$ cat src/rtl/ex_div.sv
// Multi-cycle 32-bit divider for the EX stage: signed/unsigned quotient and remainder
// using one restoring shift-subtract iteration per clock.
module ex_div #(
    parameter logic [7:0] DIV_OP  = 8'h60,
    parameter logic [7:0] DIVU_OP = 8'h61,
    parameter logic [7:0] REM_OP  = 8'h62,
    parameter logic [7:0] REMU_OP = 8'h63
) (
    input  logic        clk,
    input  logic        rst,
    input  logic [7:0]  ex_aluop,
    input  logic [31:0] ex_reg1,
    input  logic [31:0] ex_reg2,
    input  logic [4:0]  ex_wd,
    input  logic        ex_wreg,
    input  logic        flush,
    output logic        stallreq,
    output logic        div_done,
    output logic [31:0] div_wdata,
    output logic [4:0]  div_wd,
    output logic        div_wreg
);

    typedef enum logic [1:0] {
        IDLE = 2'd0,
        BUSY = 2'd1,
        DONE = 2'd2
    } state_t;

    state_t      state;
    state_t      state_next;

    logic [7:0]  op;
    logic [4:0]  wd_cap;
    logic        wreg_cap;
    logic [31:0] divisor;
    logic        sign_a;
    logic        sign_b;
    logic [63:0] work;
    logic [4:0]  cnt;

    logic        is_op;
    logic        start;
    logic        in_signed;
    logic        in_rem;
    logic        zero_div;
    logic [31:0] a_abs;
    logic [31:0] b_abs;

    logic [32:0] partial;
    logic [32:0] diff;
    logic        borrow;
    logic [63:0] work_next;
    logic        cap_signed;
    logic        cap_rem;
    logic [31:0] q_fix;
    logic [31:0] r_fix;
    logic [31:0] result;

    // Decode the incoming operation and prepare start-time operands
    always_comb begin
        is_op     = (ex_aluop == DIV_OP) || (ex_aluop == DIVU_OP) ||
                    (ex_aluop == REM_OP) || (ex_aluop == REMU_OP);
        in_signed = (ex_aluop == DIV_OP) || (ex_aluop == REM_OP);
        in_rem    = (ex_aluop == REM_OP) || (ex_aluop == REMU_OP);
        start     = (state == IDLE) && is_op && !flush;
        zero_div  = (ex_reg2 == 32'h0);
        a_abs     = (in_signed && ex_reg1[31]) ? (32'h0 - ex_reg1) : ex_reg1;
        b_abs     = (in_signed && ex_reg2[31]) ? (32'h0 - ex_reg2) : ex_reg2;
        stallreq  = !rst && (start || (state == BUSY));
    end

    // One restoring iteration; a set partial[32] can never borrow since the divisor fits in 32 bits
    always_comb begin
        partial    = work[63:31];
        diff       = partial - {1'b0, divisor};
        borrow     = !partial[32] && diff[32];
        work_next  = borrow ? {work[62:0], 1'b0} : {diff[31:0], work[30:0], 1'b1};
        cap_signed = (op == DIV_OP) || (op == REM_OP);
        cap_rem    = (op == REM_OP) || (op == REMU_OP);
        q_fix      = (cap_signed && (sign_a ^ sign_b)) ? (32'h0 - work_next[31:0])
                                                       : work_next[31:0];
        r_fix      = (cap_signed && sign_a) ? (32'h0 - work_next[63:32]) : work_next[63:32];
        result     = cap_rem ? r_fix : q_fix;
    end

    // Next-state logic; flush overrides every state
    always_comb begin
        state_next = state;
        case (state)
            IDLE: begin
                if (start) begin
                    state_next = zero_div ? DONE : BUSY;
                end else begin
                    state_next = IDLE;
                end
            end
            BUSY: begin
                if (cnt == 5'd31) begin
                    state_next = DONE;
                end else begin
                    state_next = BUSY;
                end
            end
            DONE:    state_next = IDLE;
            default: state_next = IDLE;
        endcase
        if (flush) begin
            state_next = IDLE;
        end else begin
            state_next = state_next;
        end
    end

    // State register
    always_ff @(posedge clk or posedge rst) begin
        if (rst) begin
            state <= IDLE;
        end else begin
            state <= state_next;
        end
    end

    // Operand capture, iteration datapath and registered results
    always_ff @(posedge clk or posedge rst) begin
        if (rst) begin
            op        <= 8'h0;
            wd_cap    <= 5'h0;
            wreg_cap  <= 1'b0;
            divisor   <= 32'h0;
            sign_a    <= 1'b0;
            sign_b    <= 1'b0;
            work      <= 64'h0;
            cnt       <= 5'd0;
            div_done  <= 1'b0;
            div_wreg  <= 1'b0;
            div_wdata <= 32'h0;
            div_wd    <= 5'h0;
        end else begin
            div_done <= 1'b0;
            div_wreg <= 1'b0;
            case (state)
                IDLE: begin
                    if (start) begin
                        op       <= ex_aluop;
                        wd_cap   <= ex_wd;
                        wreg_cap <= ex_wreg;
                        divisor  <= b_abs;
                        sign_a   <= ex_reg1[31];
                        sign_b   <= ex_reg2[31];
                        work     <= {32'h0, a_abs};
                        cnt      <= 5'd0;
                        if (zero_div) begin
                            div_done  <= 1'b1;
                            div_wreg  <= ex_wreg;
                            div_wd    <= ex_wd;
                            div_wdata <= in_rem ? ex_reg1 : 32'hFFFF_FFFF;
                        end
                    end
                end
                BUSY: begin
                    if (!flush) begin
                        work <= work_next;
                        cnt  <= cnt + 5'd1;
                        if (cnt == 5'd31) begin
                            div_done  <= 1'b1;
                            div_wreg  <= wreg_cap;
                            div_wd    <= wd_cap;
                            div_wdata <= result;
                        end
                    end
                end
                default: begin
                    cnt <= cnt;
                end
            endcase
        end
    end

endmodule

$ cat config.mk
export PLATFORM = sky130hd
export DESIGN_NAME = ex_div
export DESIGN_NICKNAME = d
export VERILOG_FILES = /design/src/rtl/ex_div.sv
export SDC_FILE = /design/constraint.sdc
export NUM_CORES = 1
export LEC_CHECK = 0
export BUFFER_PORTS_ARGS = -buffer_cell sky130_fd_sc_hd__clkbuf_2
export CORE_MARGIN = 3
export CORE_UTILIZATION = 35
export CTS_CLUSTER_DIAMETER = 50
export DETAILED_ROUTE_END_ITERATION = 10
export PLACE_DENSITY_LB_ADDON = 0.12
export SYNTH_ARGS = -nofsm -noshare
export SYNTH_HDL_FRONTEND = slang
export SYNTH_SLANG_ARGS = --single-unit
$ cat constraint.sdc
create_clock -name clk -period 9.1 [get_ports clk]
set_input_delay 1.82 -clock clk [delete_from_list [all_inputs] [get_ports clk]]
set_output_delay 1.82 -clock clk [all_outputs]
set_load 0.05 [all_outputs]
==> impl_metrics.tcl, run 1 <==
set metrics [dict create \
    fmax_mhz 183 \
    drtAntennaViolNets 0 \
    drive_gt1_share_pct 12.1 \
    crit_type "reg -> reg" \
    endpoint_kind "flip-flop" \
    grt_usage_pct 21.4 \
    numPortBuffers 120 \
    yosys_warnings 0 \
    synth_area_leaders "dfrtp_1 32%, nand2_1 7.0%, o21ai_0 7.0%" \
    die_w_microns 195 \
    initialDrtViolationCount 858 \
    ys_seq_area_share_pct 31.6 \
    cts_root_buffer "clkbuf_16" \
    synth-xor-area-share_pct 8.32 \
    cp_num_buf_inv 3 \
    syn_area_sq_um 12500 \
    grt_setup_unrepaired "no" \
    die_area_sq_um 38100 \
    initial_core_util_pct 35.9 \
    yosysUniqueCellTypes 85 \
    power_density_nw_per_um2 172 \
    clk_pin_slew_ps 70 \
    ys.flop_type "dfrtp_1" \
    synth-compound-area-share_pct 26.8 \
    skew_ps 13.4 \
    clock_sinks 158 \
    dp_hpwl_microns 30900 \
    n_fill_cell 3661 \
    synth_fa_ha_area_share_pct 3.96 \
    drc 0 \
    gr-max-usage-layer "met2" \
    place_congestion 0.883 \
    min_period_over_period_pct 60.0 \
    fin_setup_tns_ps 0 \
    htreeDepth 4 \
    syn_nets 1742 \
    synthSimpleGateAreaFrac_pct 22.9 \
    synthMuxAreaShare_pct 1.88 \
    relSlewSlack_pct 23.6 \
    cp_cell_sequence "inv_1 -> ha_1 -> fa_1 -> nand2b_1 -> a211o_1 -> a2111oi_4 -> o31ai_2 -> nand2_2 -> buf_4 -> inv_2 -> ha_1 -> nand2_1 -> nor2_1 -> and3_1 -> a21oi_1 -> xor2_1 -> a21oi_1 -> o21ai_0 -> o21ai_0 -> a21bo_2" \
    crit_family "compound AO/OA/AOI/OAI gates" \
    area_delta_synth_final_pct 12.4 \
    min_period_ps 5460 \
    grt_pass1_wl_microns 65600 \
    cp_max_fo 56 \
    cts_made_buffers 17 \
    use_met1_pct 30.2 \
    die_height_microns 195 \
    report.final.slew_viol_count 0 \
    rows 68 \
    cts_hold_buffers 0 \
    synth_top_family_by_area "compound AO/OA/AOI/OAI gates" \
    vias_per_cell 5.64 \
    tightest_slew_ps 1140 \
    grt_use_met3_pct 3.23 \
    crit_slowest_cell "buf_4" \
    cts_setup_buffers 0 \
    critical_path_arrival_ps 5800 \
    num_vias 12100 \
    p_leak_nw 6.14 \
    hold_viol 0 \
    ctsResizeCount 0 \
    finalWirelength_microns 41000 \
    clock_latency_ps 440 \
    coreArea_sq_um 34900 \
    status "finished clean" \
    yosysTopAreaCellShare_pct 31.6 \
    ioPinCount 121 \
    async_reset_ff_share_pct 100 \
    ir_drop_uv 142 \
    yosys.area.top_type "dfrtp_1" \
    crit_path_max_incr_delay_ps 560 \
    grt_overflow 0 \
    grt_start_max_net_pins 105 \
    ys_ff_latch 158 \
    syn_inst 1622 \
    total_power_w 0.00242 \
    hp-class "reg -> reg" \
    drtPass1Iterations 5 \
    final_nets 1804 \
    cp.required_ps 9440 \
    wl_per_cell_microns 19.1 \
    met2_usage_pct 34.1 \
    start_kind "flip-flop" \
    multi_input_area_sq_um 8020 \
    grt_pass1_vias 11500 \
    setup_viol 0 \
    tritoncts "yes" \
    seqCellArea_sq_um 3950 \
    synth-edff-count 0 \
    antenna_found_initial 0 \
    n_antenna_cell 0 \
    cap_violations 0 \
    ctsLongestPathBuffers 2 \
    avgSynthCellArea_sq_um 7.72 \
]
-- cell families (layout without fill, tap and decap cells) --
family	after synthesis	count (layout)
xor+xnor	119	119
buf+inv	146	221
compound gates	530	530
mux	23	23
simple gates	607	607
fa+ha+maj	39	39
flops	158	158
-- layer usage --
metal	up-vias	part of all wire [%]	wire length, microns
li1	6007	-	-
met1	5769	48	19700
met2	311	45	18700
met3	52	4.2	1720
met4	0	2.3	932
met5	-	0	0
-- path summary, 6_finish.rpt --
kind | endpoint | slack, ps | cells after the start | startpoint
min | op[5] | 460 | 1 | op[5]
max in group asynchronous | divisor[25] | 6130 | 3 | rst
min in group asynchronous | state[0] | 1560 | 2 | rst
max | div_wdata[28] | 3640 | 20 | work[31]
max reg2reg | div_wdata[28] | 3640 | 20 | work[31]
min reg2reg | op[5] | 460 | 1 | op[5]
-- final cells by class --
type | count | share of cell area, %
Clock inverter | 14 | 1.11
Timing Repair Buffer | 134 | 5.15
Tap cell | 455 | 4.04
Sequential cell | 158 | 28.1
Clock buffer | 18 | 3.12
Inverter | 55 | 1.50
Multi-Input combinational cell | 1318 | 57.0
-- synth_stat cells, types with 22 or more instances --
library cell / n
nand3_1: 26
nor3_1: 47
a21oi_1: 138
inv_1: 53
xor2_1: 51
o31ai_1: 22
nor2_1: 140
o21ai_0: 174
nand2_1: 235
xnor2_1: 68
clkbuf_1: 66
dfrtp_1: 158
or3_1: 31
ha_1: 38
a31oi_1: 23
-- power breakdown --
| part | internal, W | switching (W) | total (W) | leakage, nW |
|---|---|---|---|---|
| sequential | 0.000771 | 0.0000811 | 0.000852 | 2.10 |
| combinational | 0.000297 | 0.000522 | 0.000820 | 3.77 |
| clock | 0.000416 | 0.000331 | 0.000747 | 0.280 |
-- state kept, by name (all words and copies together), names as in the netlist --
signal,flops
divisor,32
op,8
div_done,1
div_wd,5
sign_b,1
state,2
sign_a,1
work,64
wreg_cap,1
div_wreg,1
cnt,5
wd_cap,5
div_wdata,32
-- metrics by stage --
stage / hold slack (ps) / util [%] / std cells / cell area (sq um) / worst slack [ps]
after floorplan: 435 / - / 1622 / 12500 / 3020
after global placement: 450 / 38.6 / 2119 / 13500 / 3590
after detailed placement: 454 / 38.6 / 2119 / 13500 / 3530
after CTS: 469 / 40.3 / 2151 / 14100 / 3690
after global routing: 501 / 40.4 / 2152 / 14100 / 3230
final: 464 / 40.4 / 2152 / 14100 / 3640
-- layout by cell type (no fill, tap or decap), types with 6 or more instances in the layout --
master,Yosys,routed
nand2_1,235,235
o22ai_1,17,17
nor2_1,140,140
buf_4,0,13
inv_1,53,52
a211oi_1,19,19
or4_1,11,11
xor2_1,51,51
o21ai_1,9,9
clkbuf_16,0,17
a31oi_1,23,23
a21o_1,13,13
o211ai_1,14,14
a21oi_1,138,137
a211o_1,7,7
o21a_1,9,9
nand4_1,16,16
mux2i_1,19,19
o31ai_1,22,22
xnor2_1,68,68
nand2b_1,11,11
and3_1,10,10
nor3_1,47,47
nand3b_1,8,8
nand3_1,26,26
ha_1,38,38
inv_6,0,6
and2_1,21,21
o41ai_1,11,11
clkbuf_2,0,120
nor4_1,17,16
or3_1,31,31
a22o_1,7,7
o21ai_0,174,173
dfrtp_1,158,158
Power figures use the tool's default switching activity.
==> run 2, diff against run 1 <==
==> constraint.sdc (replaced) <==
create_clock -name clk -period 4.75 [get_ports clk]
set_input_delay 0.95 -clock clk [delete_from_list [all_inputs] [get_ports clk]]
set_output_delay 0.95 -clock clk [all_outputs]
set_load 0.05 [all_outputs]
==> run 2 against run 1 <==
Against the previous run:
- largest power group is now combinational logic
- critical path type unchanged
- setup slack worse by 3400 ps
- highest routed layer unchanged
- cell count grew 2.4%
- wire length rose by 4.4%
- combinational power is 110% higher
- largest cell class unchanged
- register-to-register slack got worse by 3400 ps
==> impl_metrics.tcl, run 2 (synthesized netlist as in run 1, its figures left out) <==
set metrics [dict create \
    status "finished clean" \
    ir_drop_uv 272 \
    power_density_nw_per_um2 331 \
    antenna_found_initial 0 \
    initialDrtViolationCount 829 \
    grt_overflow 0 \
    clock_sinks 158 \
    hp-class "reg -> reg" \
    crit_type "reg -> reg" \
    numPortBuffers 120 \
    hold_viol 0 \
    p_leak_nw 6.43 \
    grt_pass1_wl_microns 68100 \
    place_congestion 0.851 \
    clk_pin_slew_ps 70 \
    initial_core_util_pct 35.9 \
    wl_per_cell_microns 19.4 \
    seqCellArea_sq_um 3950 \
    clock_latency_ps 450 \
    cap_violations 0 \
    die_area_sq_um 38100 \
    grt_pass1_vias 12000 \
    finalWirelength_microns 42800 \
    min_period_over_period_pct 95.2 \
    total_power_w 0.00483 \
    die_height_microns 195 \
    n_fill_cell 3623 \
    area_delta_synth_final_pct 16.5 \
    final_cell_mix "234 x nand2_1, 172 x o21ai_0, 158 x dfrtp_1" \
    start_kind "flip-flop" \
    crit_top_cell "ha_4" \
    relSlewSlack_pct 16.6 \
    tightest_slew_ps 1240 \
    final_nets 1855 \
    setup_viol 0 \
    num_vias 12500 \
    drc 0 \
    n_antenna_cell 0 \
    crit_slowest_cell "dfrtp_1" \
    fmax_mhz 221 \
    fin_cells 2203 \
    cp_num_buf_inv 0 \
    report.final.slew_viol_count 0 \
    ioPinCount 121 \
    tritoncts "yes" \
    mostFrequentLayoutCell "nand2_1" \
    cp_cell_sequence "ha_4 -> fa_2 -> nand2b_4 -> a211o_4 -> a2111oi_4 -> o31ai_4 -> nand2_4 -> nand2_1 -> o21ai_2 -> ha_4 -> nand2_2 -> nor3_2 -> nand4_1 -> nor4b_4 -> o221a_2 -> and3_4 -> a41oi_2 -> xor2_1 -> o41ai_2" \
    crit_family "compound AO/OA/AOI/OAI gates" \
    largest_register "work" \
    dp_hpwl_microns 32700 \
    endpoint_kind "flip-flop" \
    ctsLongestPathBuffers 2 \
    min_period_ps 4520 \
    drive_gt1_share_pct 15.4 \
    reg_top3 "work (64), div_wdata (32), divisor (32)" \
    critical_path_arrival_ps 4880 \
    skew_ps 12.7 \
    drtPass1Iterations 5 \
    drtAntennaViolNets 0 \
    crit_path_max_incr_delay_ps 410 \
    dpl.cell_count 2169 \
    multi_input_area_sq_um 8130 \
    cts_made_buffers 17 \
    coreArea_sq_um 34900 \
    grt_usage_pct 22.3 \
    largest_reg_flops 64 \
    cp_max_fo 7 \
    htreeDepth 4 \
    vias_per_cell 5.68 \
    grt_start_max_net_pins 159 \
    rows 68 \
    cts_root_buffer "clkbuf_16" \
    die_w_microns 195 \
    cp.required_ps 5100 \
]
-- run 2: cell types whose count changed in the layout (fill, tap and decap cells not counted), sizes merged --
cell	before	now
clkinv	4	7
inv	59	61
bufinv	2	1
clkinvlp	4	1
buf	14	65
clkbuf	138	137
-- run 2: metal layers --
layer / wire length [microns] / track usage, % / up-vias
li1: - / - / 6107
met4: 945 / 6.18 / 0
met3: 1790 / 3.36 / 51
met2: 20200 / 36.6 / 327
met1: 19900 / 30.8 / 6026
met5: 0 / 0 / -
-- run 2: layout make-up --
type	instances	share of cell area [%]
multi-input combinational	1318	55.7
sequential	158	27.1
timing repair buffer	185	7.63
tap	455	3.90
clock buffer	17	2.92
inverter	55	1.44
clock inverter	15	1.32
-- run 2: timing repair --
action,4_1_cts,5_1_grt
gates resized for setup,0,3
setup buffers,0,2
hold buffers,0,0
setup endpoints to repair,0,9
-- run 2: path summary, 6_finish.rpt --
path,start,end,cells after the start,slack (ps)
worst max-delay path,divisor[0],div_wdata[30],19,230
max in group asynchronous,rst,work[24],3,3320
min in group asynchronous,rst,div_wd[1],3,770
worst min-delay path,op[5],op[5],1,470
worst min register to register,op[5],op[5],1,470
worst max register to register,divisor[0],div_wdata[30],19,230
-- run 2: where the power goes --
| group | internal (W) | switching, W | total, W |
|---|---|---|---|
| Clock | 0.000762 | 0.000701 | 0.00146 |
| Sequential | 0.00148 | 0.000151 | 0.00163 |
| Combinational | 0.000664 | 0.00107 | 0.00174 |
| Total | 0.00290 | 0.00193 | 0.00483 |
-- run 2: worst reg2reg max path: stages (launching register included) --
cell       delay (ps)
dfrtp_1           410
ha_4              190
fa_2              370
nand2b_4          160
a211o_4           380
a2111oi_4         400
o31ai_4           130
nand2_4           130
nand2_1            80
o21ai_2           110
ha_4              220
nand2_2            60
nor3_2            190
nand4_1           220
nor4b_4           410
o221a_2           300
and3_4            190
a41oi_2           110
xor2_1            180
o41ai_2           200
-- run 2: per-stage QoR --
stage          utilization (%)  cell area [sq um]  setup TNS [ps]  setup slack, ps  hold slack (ps)
6_report                  41.8              14600               0              226              472
5_1_grt                   41.8              14600           -21.6            -13.2              497
4_1_cts                   41.7              14600               0             86.5              475
3_5_place_dp              40.0              13900               0              113              455
3_3_place_gp              40.0              13900               0              232              449
2_1_floorplan                -              12600           -26.0            -26.0              435
